### src/rtl/game_sequencer.sv
// game_sequencer: whack-a-mole round controller (idle, countdown, play, over).
// Optional pause support when PAUSE_EN is defined.
// Ports:
//   clk, reset (async, active-high)
//   start, sec_pulse          : one-cycle control pulses
//   score                     : live score from game module
//   game_srst, game_en        : game datapath clear / enable
//   time_left, state          : timer digits value and round phase
//   final_score, high_score   : latched round score and session best
//   new_high                  : this round beat the previous best (OVER only)
//   pause_toggle, paused      : PAUSE_EN only
module game_sequencer #(
    parameter int GAME_SECONDS      = 20,
    parameter int COUNTDOWN_SECONDS = 3,
    parameter int OVER_HOLD_SECONDS = 5,
    parameter int SCORE_BITS        = 8
) (
    input  logic                  clk,
    input  logic                  reset,
    input  logic                  start,
    input  logic                  sec_pulse,
    input  logic [SCORE_BITS-1:0] score,
    output logic                  game_srst,
    output logic                  game_en,
    output logic [7:0]            time_left,
    output logic [1:0]            state,
    output logic [SCORE_BITS-1:0] final_score,
    output logic [SCORE_BITS-1:0] high_score,
    output logic                  new_high
`ifdef PAUSE_EN
    ,
    input  logic                  pause_toggle,
    output logic                  paused
`endif
);

    typedef enum logic [1:0] {
        IDLE      = 2'b00,
        COUNTDOWN = 2'b01,
        PLAY      = 2'b10,
        OVER      = 2'b11
    } state_t;

    localparam logic [7:0] GAME_LEN = 8'(GAME_SECONDS);
    localparam logic [7:0] CD_LEN   = 8'(COUNTDOWN_SECONDS);
    localparam logic [7:0] HOLD_LEN = 8'(OVER_HOLD_SECONDS);

`ifndef PAUSE_EN
    // Without the pause feature the pause register is held at zero
    // and optimised away.
    logic paused;
    logic pause_toggle;
    assign pause_toggle = 1'b0;
`endif

    state_t                cur, nxt;
    logic [7:0]            sec_cnt, sec_n;
    logic [7:0]            hold_cnt, hold_n;
    logic                  srst_n, en_n, nh_n, paused_n;
    logic [SCORE_BITS-1:0] final_n, high_n;

    assign state = cur;

    always_comb begin
        time_left = GAME_LEN;
        unique case (cur)
            IDLE:      time_left = GAME_LEN;
            COUNTDOWN: time_left = sec_cnt;
            PLAY:      time_left = sec_cnt;
            OVER:      time_left = 8'd0;
            default:   time_left = GAME_LEN;
        endcase
    end

    always_ff @(posedge clk or posedge reset) begin
        if (reset) begin
            cur         <= IDLE;
            sec_cnt     <= GAME_LEN;
            hold_cnt    <= 8'd0;
            game_srst   <= 1'b0;
            game_en     <= 1'b0;
            final_score <= '0;
            high_score  <= '0;
            new_high    <= 1'b0;
            paused      <= 1'b0;
        end else begin
            cur         <= nxt;
            sec_cnt     <= sec_n;
            hold_cnt    <= hold_n;
            game_srst   <= srst_n;
            game_en     <= en_n;
            final_score <= final_n;
            high_score  <= high_n;
            new_high    <= nh_n;
            paused      <= paused_n;
        end
    end

    always_comb begin
        nxt      = cur;
        sec_n    = sec_cnt;
        hold_n   = hold_cnt;
        srst_n   = 1'b0;
        en_n     = game_en;
        final_n  = final_score;
        high_n   = high_score;
        nh_n     = new_high;
        paused_n = paused;
        unique case (cur)
            IDLE: begin
                // A coincident tick is dropped; the countdown loads in full.
                if (start) begin
                    nxt    = COUNTDOWN;
                    sec_n  = CD_LEN;
                    srst_n = 1'b1;
                end
            end
            COUNTDOWN: begin
                if (sec_pulse) begin
                    if (sec_cnt == 8'd1) begin
                        nxt   = PLAY;
                        sec_n = GAME_LEN;
                        en_n  = 1'b1;
                    end else begin
                        sec_n = sec_cnt - 8'd1;
                    end
                end
            end
            PLAY: begin
                if (pause_toggle)
                    paused_n = ~paused;
                en_n = ~paused_n;
                // The tick is judged against the pause state before this edge.
                if (sec_pulse && !paused) begin
                    if (sec_cnt == 8'd1) begin
                        nxt      = OVER;
                        en_n     = 1'b0;
                        paused_n = 1'b0;
                        final_n  = score;
                        hold_n   = HOLD_LEN;
                        if (score > high_score) begin
                            high_n = score;
                            nh_n   = 1'b1;
                        end else begin
                            nh_n   = 1'b0;
                        end
                    end else begin
                        sec_n = sec_cnt - 8'd1;
                    end
                end
            end
            OVER: begin
                if (start) begin
                    nxt    = COUNTDOWN;
                    sec_n  = CD_LEN;
                    srst_n = 1'b1;
                    nh_n   = 1'b0;
                end else if (sec_pulse) begin
                    if (hold_cnt == 8'd1) begin
                        nxt  = IDLE;
                        nh_n = 1'b0;
                    end else begin
                        hold_n = hold_cnt - 8'd1;
                    end
                end
            end
            default: nxt = IDLE;
        endcase
    end

endmodule

### config.mk
export PLATFORM = sky130hd
export DESIGN_NAME = game_sequencer
export DESIGN_NICKNAME = d
export VERILOG_FILES = /design/src/rtl/game_sequencer.sv
export SDC_FILE = /design/constraint.sdc
export NUM_CORES = 1
export LEC_CHECK = 0
export BUFFER_PORTS_ARGS = -buffer_cell sky130_fd_sc_hd__buf_2
export CORE_MARGIN = 4
export CORE_UTILIZATION = 60
export CTS_CLUSTER_SIZE = 8
export DETAILED_ROUTE_END_ITERATION = 10
export PLACE_DENSITY = 0.85
export SYNTH_ARGS = -nofsm -noshare
export SYNTH_HDL_FRONTEND = slang
export SYNTH_SLANG_ARGS = --single-unit
### constraint.sdc
create_clock -name clk -period 3.2 [get_ports clk]
set_input_delay 0.96 -clock clk [delete_from_list [all_inputs] [get_ports clk]]
set_output_delay 0.96 -clock clk [all_outputs]
set_load 0.01 [all_outputs]
* After elaboration in Yosys (flattened, before gate mapping) *
Index checks and enable logic that the tools add are counted.
Widths: inputs -> output; s select.

storage, ports and cells
  bits in registers = 38
  bits of input ports = 12
  output and inout port bits = 29
  logic and storage cells = 83

operators by class
  add/subtract/negate cells = 2
  order comparisons = 1
  eq/ne operators = 17
  mux-type cells = 39
  bitwise gates (word level) = 1
  reductions and logical operators = 14

operators with widths
  kind                 count
  $mux 8               10
  $pmux 8 s3           2
  $ne 2x2->1 const B   9
  $eq 8x1->1 const B   2
  $mux 2               8
  $pmux 8 s2           1
  $sub 8x1->8 const B  2
  $mux 1               15
  $gt 8x8->1           1
  $pmux 2 s4           1
  $reduce_and 4->1     2
  $reduce_and 7->1     1
  $ne 3x3->1 const B   2
  $reduce_and 3->1     2
  $reduce_and 6->1     1
  $reduce_and 5->1     1
  $eq 2x2->1 const B   2
  $pmux 1 s2           2
  $reduce_bool 2->1    2
  $reduce_or 2->1      2
  $eq 2x1->1 const B   1
  $logic_not 2->1      1
  $ne 2x1->1 const B   1
  $logic_and 1x1->1    1
  2 further kinds      2

* Logic depth before layout (Yosys ltp) *
Gate-level depths: netlist of run 1.

  depth in word-level cells = 6
  gate-level depth with buffers = 8
  depth with buffers taken out = 7

* Least setup slack after synthesis of run 1 *
No wires, ideal clock.

  path type = input -> register
  from = in score[1]
  to = reg high_score[0]
  library setup time = 125 ps
  data arrival time = 2,427 ps
  required time = 3,075 ps
  setup slack = 648 ps
  stages = 6
  path buffers = 0
  cells stage by stage = ha_1 > nor2b_1 > o211ai_1 > a21oi_1 > o21ai_1 > mux2_2

on the way
  longest elaborated chain between the ends = 2

ends and longest elaborated chain
  what                        line  RTL
  start: declaration          22    input logic [SCORE_BITS-1:0] score,
  $gt 8x8->1                  141   if (score > high_score) begin
  $reduce_and 4->1 (no line)  n/a
  end signal: assignment      93    high_score <= high_n;
  end: declaration            28    output logic [SCORE_BITS-1:0] high_score,

Every way passes these cells.
A chain may end at the register's enable or synchronous reset.

* Worst setup path after layout of run 1 *
  from = reg cur[0] (netlist: state[0])
  to = out time_left[6]

on the way
  longest elaborated chain between the ends = 3
  elaborated cells on any way between the ends = 6
  classes of those cells = 3 x eq/ne; 1 x mux; 2 x reduce/logical

ends and longest elaborated chain
  what                                      line  RTL
  start: declaration                        56    state_t cur, nxt;
  start signal: assignment                  87    cur <= nxt;
  $eq 2x2->1 or $eq 2x1->1 (tied branches)  66    unique case (cur)
  $reduce_or 2->1 (no line)                 n/a
  $pmux 8 s3 *                              66
  end: declaration                          25    output logic [7:0] time_left,

Mark *: on every way between the ends. The rest lies on a longest branch, timed or not.

==> results of run 1 <==
kinds of logic (layout without fill, tap and decap cells):
group / count (synthesis) / after routing
compound gates: 62 / 62
mux: 17 / 17
fa+ha+maj: 17 / 17
buf+inv: 29 / 75
flops: 37 / 37
simple gates: 68 / 68
layout make-up:
cell class	count	area, um2
clock inverter	2	10.0
multi-input combinational	164	1200
timing repair buffer	46	245
tap	46	57.6
sequential	37	928
inverter	21	78.8
fill	295	878
clock buffer	6	72.6
cell usage after synthesis, types with 2 or more instances:
| library cell | instances | area share [%] |
|---|---|---|
| dfrtp_1 | 35 | 39 |
| a21oi_1 | 16 | 3.6 |
| a211o_1 | 2 | 0.78 |
| o211ai_1 | 6 | 2.0 |
| nand3b_1 | 2 | 0.67 |
| ha_1 | 17 | 9.5 |
| o21bai_1 | 2 | 0.67 |
| nor4_1 | 4 | 1.1 |
| or4_4 | 2 | 1.0 |
| nor3_1 | 3 | 0.67 |
| mux2_2 | 16 | 8.1 |
| a21o_1 | 2 | 0.67 |
| o22ai_1 | 3 | 0.84 |
| nor2b_1 | 3 | 0.84 |
| o21a_1 | 3 | 1.0 |
| nand4b_1 | 2 | 0.78 |
| a31oi_1 | 3 | 0.84 |
| or4_1 | 2 | 0.67 |
| and2_1 | 6 | 1.7 |
| nand3_1 | 5 | 1.1 |
| o31ai_1 | 3 | 1.0 |
| inv_1 | 21 | 3.5 |
| dfstp_2 | 2 | 2.4 |
| o21ai_0 | 11 | 2.5 |
| clkbuf_1 | 7 | 1.2 |
| o311a_1 | 2 | 0.90 |
| nor2_1 | 14 | 2.4 |
| nand4_1 | 4 | 1.1 |
| nand2_1 | 14 | 2.4 |
flip-flops by register name, indices dropped and copies added (netlist names):
name / cells
sec_cnt: 8
state: 2
high_score: 8
final_score: 8
new_high: 1
game_srst: 1
game_en: 1
hold_cnt: 8
power by group through the flow:
stage                     clock, mW  combinational [mW]  sequential [mW]
final                         0.324                1.38            0.841
after global routing          0.349                1.54            0.874
after CTS                     0.330                1.38            0.839
after detailed placement          0                1.38            0.847
after global placement            0                1.34            0.836
after floorplan                   0               0.955            0.854
metrics by stage:
stage / worst slack, ns / power, mW / area (um2) / utilization, % / hold slack [ns]
2_1_floorplan: 0.648 / 1.81 / 2240 / - / 0.465
3_3_place_gp: 0.564 / 2.17 / 2510 / 72.3 / 0.467
3_5_place_dp: 0.513 / 2.22 / 2510 / 72.3 / 0.476
4_1_cts: 0.226 / 2.55 / 2590 / 74.7 / 0.498
5_1_grt: 0.0872 / 2.76 / 2590 / 74.7 / 0.527
6_report: 0.239 / 2.55 / 2590 / 74.7 / 0.494
critical path, delay by kind of cell (launching register included):
kind / cells / cell delay, ns
fa+ha+maj: 1 / 0.51
buf+inv: 2 / 0.25
flops: 1 / 0.43
simple gates: 2 / 0.51
path summary, 6_finish.rpt:
check	slack [ns]	to	cells past startpoint	startpoint
max	0.24	time_left[6]	5	state[0]
min reg2reg	0.49	final_score[0]	2	final_score[0]
max in group asynchronous	2.08	sec_cnt[4]	3	reset
min	0.49	final_score[0]	2	final_score[0]
min in group asynchronous	0.77	sec_cnt[0]	3	reset
max reg2reg	0.85	hold_cnt[6]	5	sec_cnt[3]
layer usage:
layer / wire [um] / up-vias / part of all wire, %
met5: 0 / - / 0
li1: - / 934 / -
met1: 2040 / 913 / 43
met2: 2260 / 76 / 47
met3: 353 / 12 / 7.4
met4: 119 / 0 / 2.5
==> reports/metrics.cfg, run 1 <==
[global_routing]
grt_pass1_wl_mm = 8.25
grtUsageTotal_pct = 20.9
grt_max_degree = 38
grt.met1_usage_pct = 25.1
antenna_found_initial = 0
first_global_vias = 1871
grt-busiest-layer = met2
overflow = 0
grt_use_met2_pct = 35.3
grtUsageMet3_pct = 4.36

[worst_hold_path]
worst_hold_path_type = flop to flop

[floorplan]
num_io_pins = 41
start_util_pct = 64.5
dieArea_um2 = 4770
num_rows = 21
coreArea_um2 = 3470
die_x_um = 69.0
die_h_um = 69.0

[detailed_routing]
wl_mm = 4.78
vias = 1935
drc = 0
post_drt_wl_per_cell_um = 14.8
viasPerCell = 6.01
ant_nets = 0
firstDrtPassIters = 4
first_iter_violations = 102

[yosys]
synth-simple-area-share_pct = 17.4
synthAdderAreaFrac_pct = 9.51
syn_area_per_cell_um2 = 9.72
synth_top_family_by_area = compound AO/OA/AOI/OAI gates
synth-compound-area-share_pct = 18.1
synth_mux_area_share_pct = 8.51
synthFlopType = dfrtp_1
yosysWarnings = 0
synth-seq-cells = 37
seq_area_frac_synth_pct = 41.5
syn_inst = 230
ys_types = 47
synth_edf_count = 0
syn-num-nets = 259
synth_xor_area_share_pct = 0
async_flop_share_pct = 100
netlist_area_um2 = 2240

[final_layout]
antenna_cells = 0
drive_above_1_share_pct = 28.3
instances_no_fill = 322
area_delta_synth_final_pct = 15.8
nNetsFinal = 304
final_common_cell = buf_2
final_cell_mix = buf_2 (40), dfrtp_1 (35), inv_1 (21), ha_1 (17)

[clock_tree]
htree_levels = 2
root_buffer = clkbuf_8
cts.path.max_buffers = 2
post_cts_buffers = 0
cts_tree = done
clock_sinks = 37
cts_buffers = 5
post_cts_resize_count = 0
holdBufCountCts = 0
cts.clk_slew.worst_paths_ns = 0.08
clk_latency_ns = 0.29

[run_status]
outcome = complete, no violations

[worst_setup_path]
crit_fanout = 11
critical_path_class = flop to output pin
slowest_stage = ha_1
cp.arrival_ns = 2.00
start_kind = flop
cpPeakStageDelay_ns = 0.51
end_kind = output pin
cp_data_required_time_ns = 2.24
path_cells = inv_1, ha_1, nor2b_1, and2_1, buf_2

[power_and_ir_drop]
p_per_area_nw_per_um2 = 985
clkPwrFrac_pct = 12.7
internal_power_mw = 1.42
p_seq_share_pct = 33.0
combPwrFrac_pct = 54.3
switching_share_pct = 44.4
switchingPower_mw = 1.13
p_leak_nw = 1.27
ir_drop_v = 0.000454

[placed_design]
dp.cells = 314
place_congestion = 0.805
port_buffers = 40
dpl.hpwl_mm = 3.46

[sta]
worst_pin_slew_ns = 0.563
period_minus_slack_ns = 2.96
finalHoldViolCount = 0
clock_skew_ns = 0.00630
rsz0062_at_grt = no
max_freq_ghz = 0.338
fin_tns_setup_ns = 0
relSlewSlack_pct = 62.2
maxSlewViolCount = 0
setup_violations = 0
fin_crit_sh_pct = 92.5

[flow_run]
drv_cap = 0

No activity file was read; power rests on OpenSTA's default activity.
==> run 2: changes to the inputs <==
--- a/config.mk
+++ b/config.mk
@@ -7,10 +7,10 @@
 export LEC_CHECK = 0
 export BUFFER_PORTS_ARGS = -buffer_cell sky130_fd_sc_hd__buf_2
 export CORE_MARGIN = 4
-export CORE_UTILIZATION = 60
+export CORE_UTILIZATION = 35
 export CTS_CLUSTER_SIZE = 8
 export DETAILED_ROUTE_END_ITERATION = 10
-export PLACE_DENSITY = 0.85
+export SETUP_SLACK_MARGIN = 0.1
 export SYNTH_ARGS = -nofsm -noshare
 export SYNTH_HDL_FRONTEND = slang
 export SYNTH_SLANG_ARGS = --single-unit
==> constraint.sdc (replaced) <==
create_clock -name clk -period 3.7 [get_ports clk]
set_input_delay 1.11 -clock clk [delete_from_list [all_inputs] [get_ports clk]]
set_output_delay 1.11 -clock clk [all_outputs]
set_load 0.01 [all_outputs]
==> run 2 against run 1 <==
First-iteration DRC count grew 43%. Worst hold slack improved by 0.011 ns. Sequential share of layout area shrank 0.89 points. Core utilization is 31 points lower.
==> reports/metrics.cfg, run 2 (synthesis gave the netlist of run 1 again) <==
[clock_tree]
post_cts_resize_count = 0  ; unchanged
cts.path.max_buffers = 2  ; unchanged
holdBufCountCts = 0  ; unchanged
post_cts_buffers = 0  ; unchanged
cts_tree = done
clk_latency_ns = 0.29  ; about the same
htree_levels = 2  ; unchanged
clock_sinks = 37  ; unchanged
cts_buffers = 5  ; unchanged
root_buffer = clkbuf_8
cts.clk_slew.worst_paths_ns = 0.08  ; about the same

[worst_hold_path]
worst_hold_path_type = flop to flop

[worst_setup_path]
path_cells = inv_1, ha_1, nor2b_1, and2_1, buf_2
endpoint = time_left[7]
slowest_stage = ha_1
cp.arrival_ns = 1.97  ; -0.03 ns
r2r_start = state[1]
crit_fanout = 11  ; unchanged
crit_start = state[0]
cpPeakStageDelay_ns = 0.51  ; about the same
end_kind = output pin
ff2ff_setup_slack_ns = 1.30  ; +0.45 ns
reg2reg_depth = 5  ; unchanged
start_kind = flop
timing.rr.end = hold_cnt[6]
critical_path_class = flop to output pin
cp_data_required_time_ns = 2.59  ; +0.35 ns

[floorplan]
dieArea_um2 = 7730  ; +62%
coreArea_um2 = 6060  ; +75%
num_rows = 28  ; +33%
die_h_um = 87.9  ; +27%
start_util_pct = 36.9  ; -28 points
num_io_pins = 41  ; unchanged
die_x_um = 87.9  ; +27%

[sta]
max_freq_ghz = 0.325
hold_ws_ns = 0.505  ; +0.0105 ns
clock_skew_ns = 0.00786  ; +0.00156 ns
maxSlewViolCount = 0  ; unchanged
finalHoldViolCount = 0  ; unchanged
rsz0062_at_grt = no
fin_tns_setup_ns = 0  ; unchanged
period_minus_slack_ns = 3.08
worst_pin_slew_ns = 0.535  ; -0.0274 ns
fin_crit_sh_pct = 83.2
relSlewSlack_pct = 64.0  ; +1.8 points
setup_violations = 0  ; unchanged

[detailed_routing]
first_iter_violations = 146  ; +43%
drc = 0  ; unchanged
vias = 1901  ; -1.8%
firstDrtPassIters = 4  ; unchanged
viasPerCell = 5.43  ; -9.6%
ant_nets = 0  ; unchanged
wl_mm = 4.96  ; +3.8%
post_drt_wl_per_cell_um = 14.2  ; -4.5%

[flow_run]
drv_cap = 0  ; unchanged

[global_routing]
grtUsageTotal_pct = 13.4  ; -7.5 points
grt_max_degree = 38  ; unchanged
antenna_found_initial = 0  ; unchanged
first_global_vias = 1790  ; -4.3%
overflow = 0  ; unchanged
grt_pass1_wl_mm = 8.23  ; -0.25%

[placed_design]
port_buffers = 40  ; unchanged
place_congestion = 0.777  ; -3.5%
dpl.hpwl_mm = 3.68  ; +6.5%

[power_and_ir_drop]
power_mw = 2.30  ; -9.9%
p_per_area_nw_per_um2 = 864  ; -12%
p_leak_nw = 1.28  ; +0.57%
ir_drop_v = 0.000407  ; -10%

[final_layout]
fillers = 595  ; +100%
final_common_cell = buf_2
area_delta_synth_final_pct = 18.8
nNetsFinal = 303  ; -0.33%
drive_above_1_share_pct = 28.4  ; +0.10 points
final_cell_mix = buf_2 (40), dfrtp_1 (35), inv_1 (21), ha_1 (17)
antenna_cells = 0  ; unchanged

[run_status]
outcome = complete, no violations

[run 2: worst max-delay path, delay by kind of cell, from the launching register on]
| family | cells | cell delay (ns) |
|---|---|---|
| fa+ha+maj | 1 | 0.51 |
| buf+inv | 2 | 0.26 |
| simple gates | 2 | 0.49 |
| flops | 1 | 0.42 |
[run 2: worst min path at each step]
stage	cells past startpoint	to	startpoint	slack, ns
detailed placement	1	hold_cnt[1]	hold_cnt[1]	0.49
global placement	2	final_score[0]	final_score[0]	0.48
finish	1	hold_cnt[1]	hold_cnt[1]	0.50
global route	1	final_score[6]	final_score[6]	0.53
CTS	1	hold_cnt[1]	hold_cnt[1]	0.51
floorplan	1	hold_cnt[1]	hold_cnt[1]	0.47
[run 2: report_power, final]
part	internal [mW]	switching (mW)
Sequential	0.568	0.157
Combinational	0.523	0.678
Clock	0.219	0.152
Total	1.31	0.987
[run 2: per-stage QoR]
stage	std cells	util, %	setup slack, ns	area [um2]
floorplan	230	-	0.998	2240
global placement	342	41.8	0.884	2540
detailed placement	342	41.8	0.888	2540
CTS	350	43.8	0.568	2660
global route	350	43.8	0.452	2660
finish	350	43.8	0.622	2660
[run 2: per-layer routing]
layer	routed length [um]	vias up	track usage [%]
met5	0	-	0
met4	55	0	3.77
met3	347	6	4.05
met2	2230	47	21.4
met1	2330	922	17.5
li1	-	926	-
[run 2: final cells by class]
| type | count | area (um2) | share of cell area [%] |
|---|---|---|---|
| clock buffers | 6 | 82.6 | 3.11 |
| clock inverters | 2 | 37.5 | 1.41 |
| inverters | 21 | 78.8 | 2.97 |
| multi-input cells | 164 | 1200 | 45.1 |
| flip-flops and latches | 37 | 928 | 35.0 |
| well taps | 75 | 93.8 | 3.53 |
| repair buffers | 45 | 238 | 8.95 |
